--- src/rtl/serial_word_transmitter.sv ---
// serial_word_transmitter: WIDTH-bit valid/ready word serialiser, one bit per bit_strobe, MSB- or LSB-first; optional ACK slot via SERIAL_TX_ACK_EN.
// Latency: first bit on out the cycle after load; each next bit the cycle after its strobe; done one cycle after the final strobe.
// Backpressure: in_ready is high only in IDLE (including the done cycle, so back-to-back loads are legal); abort overrides everything.
module serial_word_transmitter #(
   parameter int WIDTH     = 8,
   parameter int MSB_FIRST = 1
) (
   input  logic             clk,
   input  logic             rst_n,
   input  logic [WIDTH-1:0] in_data,
   input  logic             in_valid,
   output logic             in_ready,
   input  logic             bit_strobe,
   input  logic             abort,
   input  logic             ack_in,
   output logic             out,
   output logic             out_oe,
   output logic             busy,
   output logic             done,
   output logic             nack
);

   localparam int               CNT_W = $clog2(WIDTH);
   localparam logic [CNT_W-1:0] LAST  = CNT_W'(WIDTH - 1);

   typedef enum logic [1:0] {
`ifdef SERIAL_TX_ACK_EN
      S_IDLE,
      S_SHIFT,
      S_ACK
`else
      S_IDLE,
      S_SHIFT
`endif
   } state_t;

   // State and registered outputs
   state_t           r_state;
   logic [CNT_W-1:0] r_cnt;
   logic [WIDTH-1:0] r_shreg;
   logic             r_out;
   logic             r_oe;
   logic             r_busy;
   logic             r_done;

   // Next-state values
   state_t           w_state_nxt;
   logic [CNT_W-1:0] w_cnt_nxt;
   logic [WIDTH-1:0] w_shreg_nxt;
   logic             w_out_nxt;
   logic             w_oe_nxt;
   logic             w_busy_nxt;
   logic             w_done_nxt;

   // Bit selection helpers
   logic             w_first_bit;
   logic [WIDTH-1:0] w_rotated;
   logic             w_next_bit;

`ifdef SERIAL_TX_ACK_EN
   logic             r_nack;
   logic             w_nack_nxt;
`else
   // The acknowledge slot does not exist in this build; the input is tied off internally.
   logic             w_unused_ack;
   assign w_unused_ack = ack_in;
`endif

   // The word is rotated rather than shifted so every stored bit stays live;
   // the bit about to go out is always the one adjacent to the current one.
   assign w_first_bit = (MSB_FIRST != 0) ? in_data[WIDTH-1] : in_data[0];
   assign w_rotated   = (MSB_FIRST != 0) ? {r_shreg[WIDTH-2:0], r_shreg[WIDTH-1]}
                                         : {r_shreg[0], r_shreg[WIDTH-1:1]};
   assign w_next_bit  = (MSB_FIRST != 0) ? w_rotated[WIDTH-1] : w_rotated[0];

   // Next-state and next-output logic; abort has priority over every state
   always_comb begin
      w_state_nxt = r_state;
      w_cnt_nxt   = r_cnt;
      w_shreg_nxt = r_shreg;
      w_out_nxt   = r_out;
      w_oe_nxt    = r_oe;
      w_busy_nxt  = r_busy;
      w_done_nxt  = 1'b0;
`ifdef SERIAL_TX_ACK_EN
      w_nack_nxt  = r_nack;
`endif
      if (abort) begin
         // Drop the word silently: no done, nack left as it was.
         w_state_nxt = S_IDLE;
         w_cnt_nxt   = '0;
         w_out_nxt   = 1'b0;
         w_oe_nxt    = 1'b0;
         w_busy_nxt  = 1'b0;
      end else begin
         case (r_state)
            S_IDLE: begin
               // in_ready is implied by being in IDLE; bit_strobe is ignored here.
               if (in_valid) begin
                  w_state_nxt = S_SHIFT;
                  w_cnt_nxt   = '0;
                  w_shreg_nxt = in_data;
                  w_out_nxt   = w_first_bit;
                  w_oe_nxt    = 1'b1;
                  w_busy_nxt  = 1'b1;
`ifdef SERIAL_TX_ACK_EN
                  w_nack_nxt  = 1'b0;
`endif
               end
            end
            S_SHIFT: begin
               if (bit_strobe) begin
                  if (r_cnt != LAST) begin
                     w_cnt_nxt   = r_cnt + CNT_W'(1);
                     w_shreg_nxt = w_rotated;
                     w_out_nxt   = w_next_bit;
                  end else begin
`ifdef SERIAL_TX_ACK_EN
                     // Release the line for the receiver's acknowledge bit.
                     w_state_nxt = S_ACK;
                     w_out_nxt   = 1'b0;
                     w_oe_nxt    = 1'b0;
`else
                     w_state_nxt = S_IDLE;
                     w_cnt_nxt   = '0;
                     w_out_nxt   = 1'b0;
                     w_oe_nxt    = 1'b0;
                     w_busy_nxt  = 1'b0;
                     w_done_nxt  = 1'b1;
`endif
                  end
               end
            end
`ifdef SERIAL_TX_ACK_EN
            S_ACK: begin
               if (bit_strobe) begin
                  w_state_nxt = S_IDLE;
                  w_cnt_nxt   = '0;
                  w_busy_nxt  = 1'b0;
                  w_done_nxt  = 1'b1;
                  w_nack_nxt  = ack_in;
               end
            end
`endif
            default: begin
               w_state_nxt = S_IDLE;
               w_cnt_nxt   = '0;
               w_out_nxt   = 1'b0;
               w_oe_nxt    = 1'b0;
               w_busy_nxt  = 1'b0;
            end
         endcase
      end
   end

   // State register and registered outputs, cleared asynchronously
   always_ff @(posedge clk or negedge rst_n) begin
      if (!rst_n) begin
         r_state <= S_IDLE;
         r_cnt   <= '0;
         r_shreg <= '0;
         r_out   <= 1'b0;
         r_oe    <= 1'b0;
         r_busy  <= 1'b0;
         r_done  <= 1'b0;
      end else begin
         r_state <= w_state_nxt;
         r_cnt   <= w_cnt_nxt;
         r_shreg <= w_shreg_nxt;
         r_out   <= w_out_nxt;
         r_oe    <= w_oe_nxt;
         r_busy  <= w_busy_nxt;
         r_done  <= w_done_nxt;
      end
   end

`ifdef SERIAL_TX_ACK_EN
   // Acknowledge result, held until the next load
   always_ff @(posedge clk or negedge rst_n) begin
      if (!rst_n) begin
         r_nack <= 1'b0;
      end else begin
         r_nack <= w_nack_nxt;
      end
   end

   assign nack = r_nack;
`else
   assign nack = 1'b0;
`endif

   assign in_ready = (r_state == S_IDLE);
   assign out      = r_out;
   assign out_oe   = r_oe;
   assign busy     = r_busy;
   assign done     = r_done;

endmodule

--- config.mk ---
export PLATFORM = sky130hd
export DESIGN_NAME = serial_word_transmitter
export DESIGN_NICKNAME = d
export VERILOG_FILES = /design/src/rtl/serial_word_transmitter.sv
export SDC_FILE = /design/constraint.sdc
export NUM_CORES = 1
export LEC_CHECK = 0
export BUFFER_PORTS_ARGS = -buffer_cell sky130_fd_sc_hd__buf_2
export CORE_MARGIN = 1
export CORE_UTILIZATION = 50
export DETAILED_ROUTE_END_ITERATION = 10
export MAX_ROUTING_LAYER = met4
export PLACE_DENSITY = 0.84
export SYNTH_ARGS = -nofsm -noshare
export SYNTH_HDL_FRONTEND = slang
export SYNTH_SLANG_ARGS = --single-unit
--- constraint.sdc ---
create_clock -name clk -period 2.2 [get_ports clk]
set_input_delay 0.22 -clock clk [delete_from_list [all_inputs] [get_ports clk]]
set_output_delay 0.22 -clock clk [all_outputs]
set_load 0.03 [all_outputs]
==> flow_summary.yaml, run 1 <==
detailed_routing:
  detail_route.wirelength_mm: 1.57
  route.detailed.wl_per_inst_um: 16.3
  final_antenna_net_count: 0
  post_drt_via_cell_ratio: 5.81
  first_pass_iters: 4
  detailroute.via_count: 558
  drtIter0Drc: 21
  drcViolationCount: 0
finish:
  final_layout_size_suffix_gt1_frac: 0.506
  num-nets-final: 98
  area.growth.synth_to_final_pct: 18.2
  instances_no_fill: 96
  diodes: 0
  ff_latch_area_um2: 350
  fillerInstances: 104
  multi_input_combinational_cell_area_um2: 369
  final_design_instance_area_without_fill_um2: 896
global_routing:
  grt_pass1_wl_mm: 2.21
  groute.usage.overall: 0.223
  overflow: 0
  grt_pass1_vias: 489
  largest_net_degree_at_the_start_of_global_routing: 15
  grt_antenna_before_repair: 0
cts:
  cts.sink_count: 14
  root_buffer: "clkbuf_4"
  clk_transition_reported_paths_ps: 90
  tritoncts: "yes"
  cts_resized: 0
  h-tree-depth: 1
  worst_skew_pair.late_latency_ps: 280
  clk_path_buf_depth: 2
  cts_made_buffers: 3
place:
  hpwl_after_detailed_placement_mm: 1.07
  placed_cells_incl_taps: 91
  numPortBuffers: 17
  place_congestion: 0.776
  dpl_worst_slack_ps: 359
  detailed_place.area_um2: 850
sta:
  finalCritPeriodShare: 0.854
  setup_skew_after_layout_ps: 6.09
  post-route-min-period_ps: 1880
  fin_tns_setup_ps: 0
  rsz0062_at_grt: "no"
  drv_slew: 0
  maximum_operating_frequency_mhz: 532
  postLayoutSetupSlackWorst_ps: 321
  final_setup_violation_count: 0
  timing_hold_violations_final: 0
floorplanning:
  number_of_placement_rows: 13
  die-height_um: 40.9
  io-pin-count: 20
  start_util: 0.562
  die-area_um2: 1680
  coreArea_um2: 1350
  horiz_die_dim_um: 40.9
min_path:
  min_path_cells: 3
  min-delay-start: "bit_strobe"
  min-delay-path-class: "primary input to register"
  timing.hold.worst_endpoint: "done"
critical_path:
  required_ps: 2370
  critical_path.startpoint_type: "register"
  setup.reg_to_reg.worst_slack_ps: 320
  critPathKind: "register to register"
  critical_path.max_fanout: 8
  setup.worst_path.start: "r_cnt[0]"
  r2r_start: "r_cnt[0]"
  cp_data_arrival_time_ps: 2050
  reg2reg_to: "r_shreg[5]"
  reg2regPathDepth: 5
  cp-end-kind: "register"
job:
  maxCapViolCount: 0
synthesis:
  seq_area_frac_synth: 0.462
  post_synth.cell_area_avg_um2: 12.2
  synth_area_leader_cell: "dfrtp_1"
  postSynthCellCount: 62
  syn-num-nets: 78
  synth_area_leaders: "dfrtp_1 (46%), mux2_2 (22%), o41ai_4 (3.6%)"
  synth.cell_area_um2: 758
  netlist-cell-type-count: 23
  ys_ff_latch: 14
  yosysWarnings: 0
  synth_top_area_frac: 0.462
pwr:
  p_leak_nw: 0.430
  irDropWorstVdd_uv: 341
  p_per_area_nw_per_um2: 760
outcome:
  result_of_the_run: "finished clean"
[report_power, final]
part           total (mW)  switching (mW)  internal (mW)
registers           0.341          0.0332          0.308
logic               0.154          0.0702         0.0835
clock network       0.186          0.0854          0.101
total               0.681           0.189          0.492
[flip-flops by register name, summed over array words and instances, names as in the netlist]
| register | cells |
|---|---|
| r_cnt | 3 |
| out | 1 |
| r_shreg | 8 |
| busy | 1 |
| done | 1 |
[repair_timing]
item | in CTS | in global routing
setup buffers | 0 | 0
hold endpoints to repair | 14 | 0
hold buffers | 1 | 0
[cell usage in the layout (no fill, tap or decap)]
master	n
nand3b_1	2
clkbuf_4	3
buf_2	17
inv_1	2
or3_1	1
mux2_2	15
a211oi_1	2
nor3_1	1
a21oi_1	5
ha_1	2
a22oi_1	1
nor2_1	2
mux2_1	2
a221oi_1	1
inv_2	1
or3b_2	1
conb_1	1
dlygate4sd3_1	1
clkbuf_8	1
o41ai_4	1
dfrtp_1	14
a311oi_1	1
mux2i_1	1
nand2_1	1
buf_4	2
[worst max path at each step]
stage | to | slack [ps] | cells after the start
after CTS | r_shreg[5] | 330 | 5
after global routing | r_shreg[5] | 270 | 5
final | r_shreg[5] | 320 | 5
after floorplan | r_shreg[0] | 280 | 4
after global placement | r_shreg[4] | 370 | 5
after detailed placement | r_shreg[5] | 360 | 5
[cells in the mapped netlist]
| cell type | instances |
|---|---|
| a21oi_1 | 5 |
| or3b_2 | 1 |
| o41ai_4 | 1 |
| nand2_1 | 1 |
| a22oi_1 | 1 |
| a311oi_1 | 1 |
| mux2i_1 | 1 |
| nand3b_1 | 2 |
| buf_2 | 1 |
| buf_4 | 2 |
| inv_2 | 1 |
| dfrtp_1 | 14 |
| ha_1 | 2 |
| mux2_2 | 15 |
| inv_1 | 2 |
| nor3_1 | 1 |
| a211oi_1 | 2 |
| clkbuf_1 | 2 |
| conb_1 | 1 |
| or3_1 | 1 |
| nor2_1 | 2 |
| mux2_1 | 2 |
| a221oi_1 | 1 |
[per-stage QoR]
step                hold WS [ps]  utilization  total power [mW]
CTS                          207        0.664             0.684
global placement             124        0.629             0.481
floorplan                  -75.6            -             0.447
global route                 217        0.664             0.720
detailed placement           127        0.629             0.496
finish                       216        0.664             0.681
[critical path, cell delays in order (launching register included)]
cell     delay (ps)
dfrtp_1         420
ha_1            210
ha_1            270
o41ai_4         290
buf_4           220
mux2_2          350
[layout make-up]
type / instances / share of cell area
Multi-Input combinational cell: 40 / 0.412
Sequential cell: 14 / 0.391
Timing Repair Buffer: 20 / 0.123
Clock buffer: 4 / 0.0405
Tap cell: 15 / 0.0209
Inverter: 3 / 0.0126
[metal layers]
layer	part of all wire	wire length [µm]	track usage	up-vias
met4	0.041	64	0.192	0
met2	0.50	783	0.344	18
met3	0.045	70	0.0598	10
li1	-	-	-	262
met1	0.41	650	0.234	268
met5	0	0	-	-
[cells by family after synthesis]
kind of cell | count (synthesis) | synth area share
compound gates | 11 | 0.122
fa+ha+maj | 2 | 0.0330
buf+inv | 8 | 0.0511
flops | 14 | 0.462
mux | 18 | 0.266
other cells | 1 | 0.00495
simple gates | 8 | 0.0611
Power figures use the tool's default switching activity.
==> run 2: changes to the inputs <==
--- a/config.mk
+++ b/config.mk
@@ -6,4 +6,5 @@
 export NUM_CORES = 1
 export LEC_CHECK = 0
+export ABC_AREA = 1
 export BUFFER_PORTS_ARGS = -buffer_cell sky130_fd_sc_hd__buf_2
 export CORE_MARGIN = 1
==> constraint.sdc (replaced) <==
create_clock -name clk -period 2.2 [get_ports clk]
set_input_delay 0 -clock clk [delete_from_list [all_inputs] [get_ports clk]]
set_output_delay 0 -clock clk [all_outputs]
set_load 0.03 [all_outputs]
==> run 2 against run 1 <==
  * Worst hold slack worse by 200 ps
  * Register-to-register slack gained 310 ps
  * Largest power group unchanged
  * Clock power is 23% lower
  * Critical endpoint is now r_shreg[0]
==> flow_summary.yaml, run 2 <==
cts:
  h-tree-depth: 1
  tritoncts: "yes"
  clk_transition_reported_paths_ps: 80
  worst_skew_pair.late_latency_ps: 280
  cts_made_buffers: 3
  cts_resized: 0
  cts.sink_count: 14
  clk_path_buf_depth: 2
  root_buffer: "clkbuf_4"
synthesis:
  synth_area_leaders: "dfrtp_1 (45%), nand2_1 (23%), nand3_1 (6.4%)"
  dominant_cell_by_count_in_the_synthesized_netlist: "nand2_1"
  synth_commonest_cells: "nand2_1 (49), dfrtp_1 (14), nand3_1 (10), inv_1 (4), nand4_1 (4)"
  syn-num-nets: 115
  post_synth.cell_area_avg_um2: 7.92
  seq_area_frac_synth: 0.447
  netlist-cell-type-count: 18
  synth_area_leader_cell: "dfrtp_1"
  synth.cell_area_um2: 785
  postSynthCellCount: 99
  async_flop_share: 1.00
  yosysWarnings: 0
  synth_top_area_frac: 0.447
  dominantRegCellSynth: "dfrtp_1"
  synth_edf_count: 0
  ys_ff_latch: 14
floorplanning:
  horiz_die_dim_um: 41.6
  number_of_placement_rows: 13
  die-height_um: 41.6
  coreArea_um2: 1380
  io-pin-count: 20
  start_util: 0.567
  die-area_um2: 1730
global_routing:
  globalRouteMet1Util: 0.255
  groute.layer.met3.usage: 0.0435
  largest_net_degree_at_the_start_of_global_routing: 15
  grt_pass1_wl_mm: 2.67
  groute.usage.overall: 0.207
  met2_usage: 0.319
  grt_pass1_vias: 654
  routing_layer_with_the_top_usage_in_global_route: "met2"
  overflow: 0
  grt_antenna_before_repair: 0
finish:
  final_layout_size_suffix_gt1_frac: 0.231
  area.growth.synth_to_final_pct: 13.7
  num-nets-final: 135
  diodes: 0
  ff_latch_area_um2: 350
  fillerInstances: 114
  multi_input_combinational_cell_area_um2: 373
  instances_no_fill: 132
  max_flop_register: "r_shreg"
  largest_register_ff_count: 8
  layout_commonest_cell: "nand2_1"
  post-route-util: 0.645
  final_cell_mix: "nand2_1 (49), buf_2 (17), dfrtp_1 (14)"
  reg_top3: "r_shreg x8, r_cnt x3"
critical_path:
  setup.worst_path.start: "r_cnt[0]"
  critical_path.max_fanout: 9
  cp_slowest_cell: "dfrtp_1"
  setup.reg_to_reg.worst_slack_ps: 630
  worstPathCellList: "ha_1 > ha_1 > a21oi_4 > nand2_4 > nand2_1 > nand2_1"
  critical-path-top-delay-family: "adder cells"
  cp_data_arrival_time_ps: 1740
  critical_path.startpoint_type: "register"
  total_buffers_and_inverters_traversed_by_the_critical_path: 0
  cp-end-kind: "register"
  reg2reg_to: "r_shreg[0]"
  timing.critical_path.slowest_cell_delay_ps: 400
  required_ps: 2370
  critPathKind: "register to register"
  r2r_start: "r_cnt[0]"
  reg2regPathDepth: 6
sta:
  timing_hold_violations_final: 0
  rsz0062_at_grt: "no"
  fin_tns_setup_ps: 0
  drv_slew: 0
  setup_skew_after_layout_ps: 1.40
  maximum_operating_frequency_mhz: 637
  final_setup_violation_count: 0
  postLayoutSetupSlackWorst_ps: 630
  post-route-min-period_ps: 1570
  finalCritPeriodShare: 0.714
detailed_routing:
  route.detailed.wl_per_inst_um: 11.8
  detail_route.wirelength_mm: 1.56
  drcViolationCount: 0
  drtIter0Drc: 17
  final_antenna_net_count: 0
  post_drt_via_cell_ratio: 5.30
  first_pass_iters: 4
  detailroute.via_count: 700
pwr:
  p_leak_nw: 0.539
  irDropWorstVdd_uv: 391
  p_per_area_nw_per_um2: 703
min_path:
  timing.hold.worst_endpoint: "r_cnt[2]"
  min-delay-path-class: "primary input to register"
  min_path_cells: 3
  min-delay-start: "bit_strobe"
place:
  place_congestion: 0.881
  hpwl_after_detailed_placement_mm: 1.09
  dpl_worst_slack_ps: 644
  placed_cells_incl_taps: 127
  numPortBuffers: 17
outcome:
  result_of_the_run: "finished clean"
job:
  maxCapViolCount: 0
run 2: worst max path at each step:
stage	end	slack, ps	depth (start not counted)
6_report	r_shreg[0]	630	6
5_1_grt	r_shreg[7]	520	6
3_3_place_gp	r_shreg[0]	670	6
4_1_cts	r_shreg[0]	640	6
2_1_floorplan	r_shreg[0]	800	6
3_5_place_dp	r_shreg[0]	640	6
run 2: metal layers:
| metal | wire length (µm) | up-vias |
|---|---|---|
| met5 | 0 | - |
| met4 | 28 | 0 |
| met3 | 56 | 4 |
| met2 | 762 | 18 |
| met1 | 716 | 328 |
| li1 | - | 350 |
run 2: what timing repair did:
item | in CTS | in global routing
buffers inserted | 0 | 0
hold buffers | 2 | 0
endpoints found under the hold margin | 15 | 0
run 2: area by class of cell:
cell class              instances  share of cell area
inverters                       4              0.0168
flip-flops and latches         14               0.393
clock buffers                   3              0.0252
repair buffers                 20               0.126
well taps                      15              0.0210
multi-input cells              76               0.418
run 2: power by group:
| part | switching [mW] | internal, mW |
|---|---|---|
| sequential | 0.0300 | 0.299 |
| clock | 0.0790 | 0.0635 |
| combinational | 0.101 | 0.0550 |
run 2: stage by stage:
| stage | area (µm²) | power [mW] | hold WS, ps |
|---|---|---|---|
| final | 892 | 0.627 | 13.9 |
| after global placement | 850 | 0.479 | -93.5 |
| after floorplan | 785 | 0.451 | -296 |
| after detailed placement | 850 | 0.487 | -89.9 |
| after CTS | 892 | 0.630 | 12.7 |
| after global routing | 892 | 0.670 | 32.9 |
run 2: worst min-delay path: cells and delay by family:
kind / cells / cell delay, ps
buf+inv: 1 / 120
simple gates: 2 / 130
run 2: kinds of logic (layout without fill, tap and decap cells):
| group | count (synthesis) | in the layout | share of synthesized area |
|---|---|---|---|
| buf+inv | 9 | 27 | 0.0781 |
| flops | 14 | 14 | 0.447 |
| compound gates | 1 | 1 | 0.0207 |
| other cells | 1 | 1 | 0.00478 |
| fa+ha+maj | 2 | 2 | 0.0319 |
| simple gates | 72 | 72 | 0.418 |
==> run 3: changes to the inputs <==
Clock period 2.2 ns to 1.45 ns, I/O delays scaled along.
==> run 3 against run 2 <==
  * Non-clock buffer count up 6
  * Clock power up 100%
  * First-iteration DRC count unchanged
  * Sequential power is 49% higher
==> flow_summary.yaml, run 3 (synthesis gave the netlist of run 2 again) <==
critical_path:
  cp-end-kind: "register"
  total_buffers_and_inverters_traversed_by_the_critical_path: 1
  worstPathCellList: "ha_1 > ha_1 > a21oi_4 > buf_4 > nand3_2 > nand2_1"
  critical_path.max_fanout: 4
  cp_data_arrival_time_ps: 1580
  required_ps: 1680
  critical-path-top-delay-family: "adder cells"
  critical_path.startpoint_type: "register"
  cp_slowest_cell: "dfrtp_1"
  timing.critical_path.slowest_cell_delay_ps: 390
  critPathMostFrequentCell: "ha_1"
  critPathKind: "register to register"
detailed_routing:
  wl_met3_um: 46
  detail_route.wirelength_mm: 1.54
  detailroute.via_count: 675
  final_antenna_net_count: 0
  detail_route.wirelength.met1_um: 757
  route.detailed.wl_per_inst_um: 11.1
  routed-wl-met2_um: 707
  first_pass_iters: 4
  drtIter0Drc: 17
  post_drt_via_cell_ratio: 4.86
  top_signal_layer_used: "met4"
  drcViolationCount: 0
finish:
  max_flop_register: "r_shreg"
  largest_register_ff_count: 8
  diodes: 0
  final_layout_size_suffix_gt1_frac: 0.266
  num-nets-final: 141
  final_cell_mix: "nand2_1 (49), buf_2 (17), dfrtp_1 (14)"
  reg_top3: "r_shreg x8, r_cnt x3"
  layout_commonest_cell: "nand2_1"
  final_design_instance_area_without_fill_um2: 953
  area.growth.synth_to_final_pct: 21.5
  fillerInstances: 106
  post-route-util: 0.690
floorplanning:
  start_util: 0.567
  io-pin-count: 20
  number_of_placement_rows: 13
  coreArea_um2: 1380
  die-height_um: 41.6
  die-area_um2: 1730
  horiz_die_dim_um: 41.6
place:
  detailed_place.area_um2: 887
  numPortBuffers: 17
  place_congestion: 0.883
  hpwl_after_detailed_placement_mm: 1.07
sta:
  rsz0062_at_grt: "yes"
  setup_skew_after_layout_ps: 5.51
  drv_slew: 0
  fin_worst_hold_slack_ps: 31.4
  finalCritPeriodShare: 0.937
  maximum_operating_frequency_mhz: 736
  post-route-min-period_ps: 1360
  timing_hold_violations_final: 0
  final_setup_violation_count: 0
pwr:
  internal_power_mw: 0.701
  clock_power_share: 0.277
  net-switching-power_mw: 0.330
  power_frac_seq: 0.476
  irDropWorstVdd_uv: 660
  part_of_the_power_in_combinational_logic: 0.247
  sw_frac_of_total: 0.320
  p_leak_nw: 0.576
  totalPowerFinal_mw: 1.03
  p_per_area_nw_per_um2: 1080
cts:
  worst_skew_pair.late_latency_ps: 290
  h-tree-depth: 1
  clk_transition_reported_paths_ps: 90
  clk_path_buf_depth: 2
  cts_made_buffers: 3
  tritoncts: "yes"
  cts_resized: 0
  cts.sink_count: 14
  root_buffer: "clkbuf_4"
global_routing:
  grt_pass1_vias: 609
  grt_antenna_before_repair: 0
  largest_net_degree_at_the_start_of_global_routing: 15
  overflow: 0
  groute.usage.overall: 0.213
  grt_pass1_wl_mm: 2.72
min_path:
  min-delay-path-class: "primary input to register"
job:
  maxCapViolCount: 0
outcome:
  result_of_the_run: "finished clean"
==> run 3: final timing paths <==
kind                                  from         end  slack [ps]  cells past startpoint
worst max-delay path              r_cnt[0]  r_shreg[7]          90                      6
worst min-delay path                 abort    r_cnt[1]          30                      4
worst max register to register    r_cnt[0]  r_shreg[7]          90                      6
worst min register to register  r_shreg[7]  r_shreg[7]         480                      2
max in group asynchronous            rst_n  r_shreg[2]        1080                      2
min in group asynchronous            rst_n    r_cnt[2]         130                      2
==> run 3: worst register-to-register path: cells and delay by family (launching register included) <==
family / cells / cell delay [ps]
buffers and inverters: 1 / 160
adder cells (fa/ha/maj): 2 / 420
AO/OA/AOI/OAI: 1 / 180
AND/OR/NAND/NOR: 2 / 150
flip-flops: 1 / 390
==> run 3: area by class of cell <==
cell class                      count  area [µm²]  area share
Tap cell                           15        18.8      0.0197
Inverter                            4        15.0      0.0157
Clock buffer                        4        36.3      0.0381
Multi-Input combinational cell     76         373       0.391
Sequential cell                    14         350       0.367
Timing Repair Buffer               26         160       0.168
==> run 3: layer usage <==
layer / vias up / track usage
met5: - / -
met4: 0 / 0.0968
met3: 5 / 0.0391
met2: 13 / 0.297
met1: 298 / 0.300
li1: 359 / -
==> run 3: through the flow <==
stage | TNS (ps) | worst slack (ps) | instances
2_1_floorplan | 0 | 54.1 | 99
3_3_place_gp | 0 | 109 | 132
3_5_place_dp | 0 | 91.7 | 132
4_1_cts | 0 | 62.0 | 139
5_1_grt | -3.43 | -3.43 | 139
6_report | 0 | 91.0 | 139
==> run 3: timing repair <==
| item | 4_1_cts | 5_1_grt |
|---|---|---|
| endpoints found under the setup margin | 0 | 4 |
| hold buffers | 3 | 0 |
| setup buffers | 0 | 0 |
| hold endpoints to repair | 16 | 0 |
==> run 3: power groups by stage <==
stage                     logic [mW]  clock network (mW)  registers [mW]
final                          0.255               0.286           0.490
after global routing           0.289               0.308           0.498
after CTS                      0.257               0.295           0.491
after detailed placement       0.249                   0           0.498
after global placement         0.244                   0           0.494
after floorplan                0.184                   0           0.500
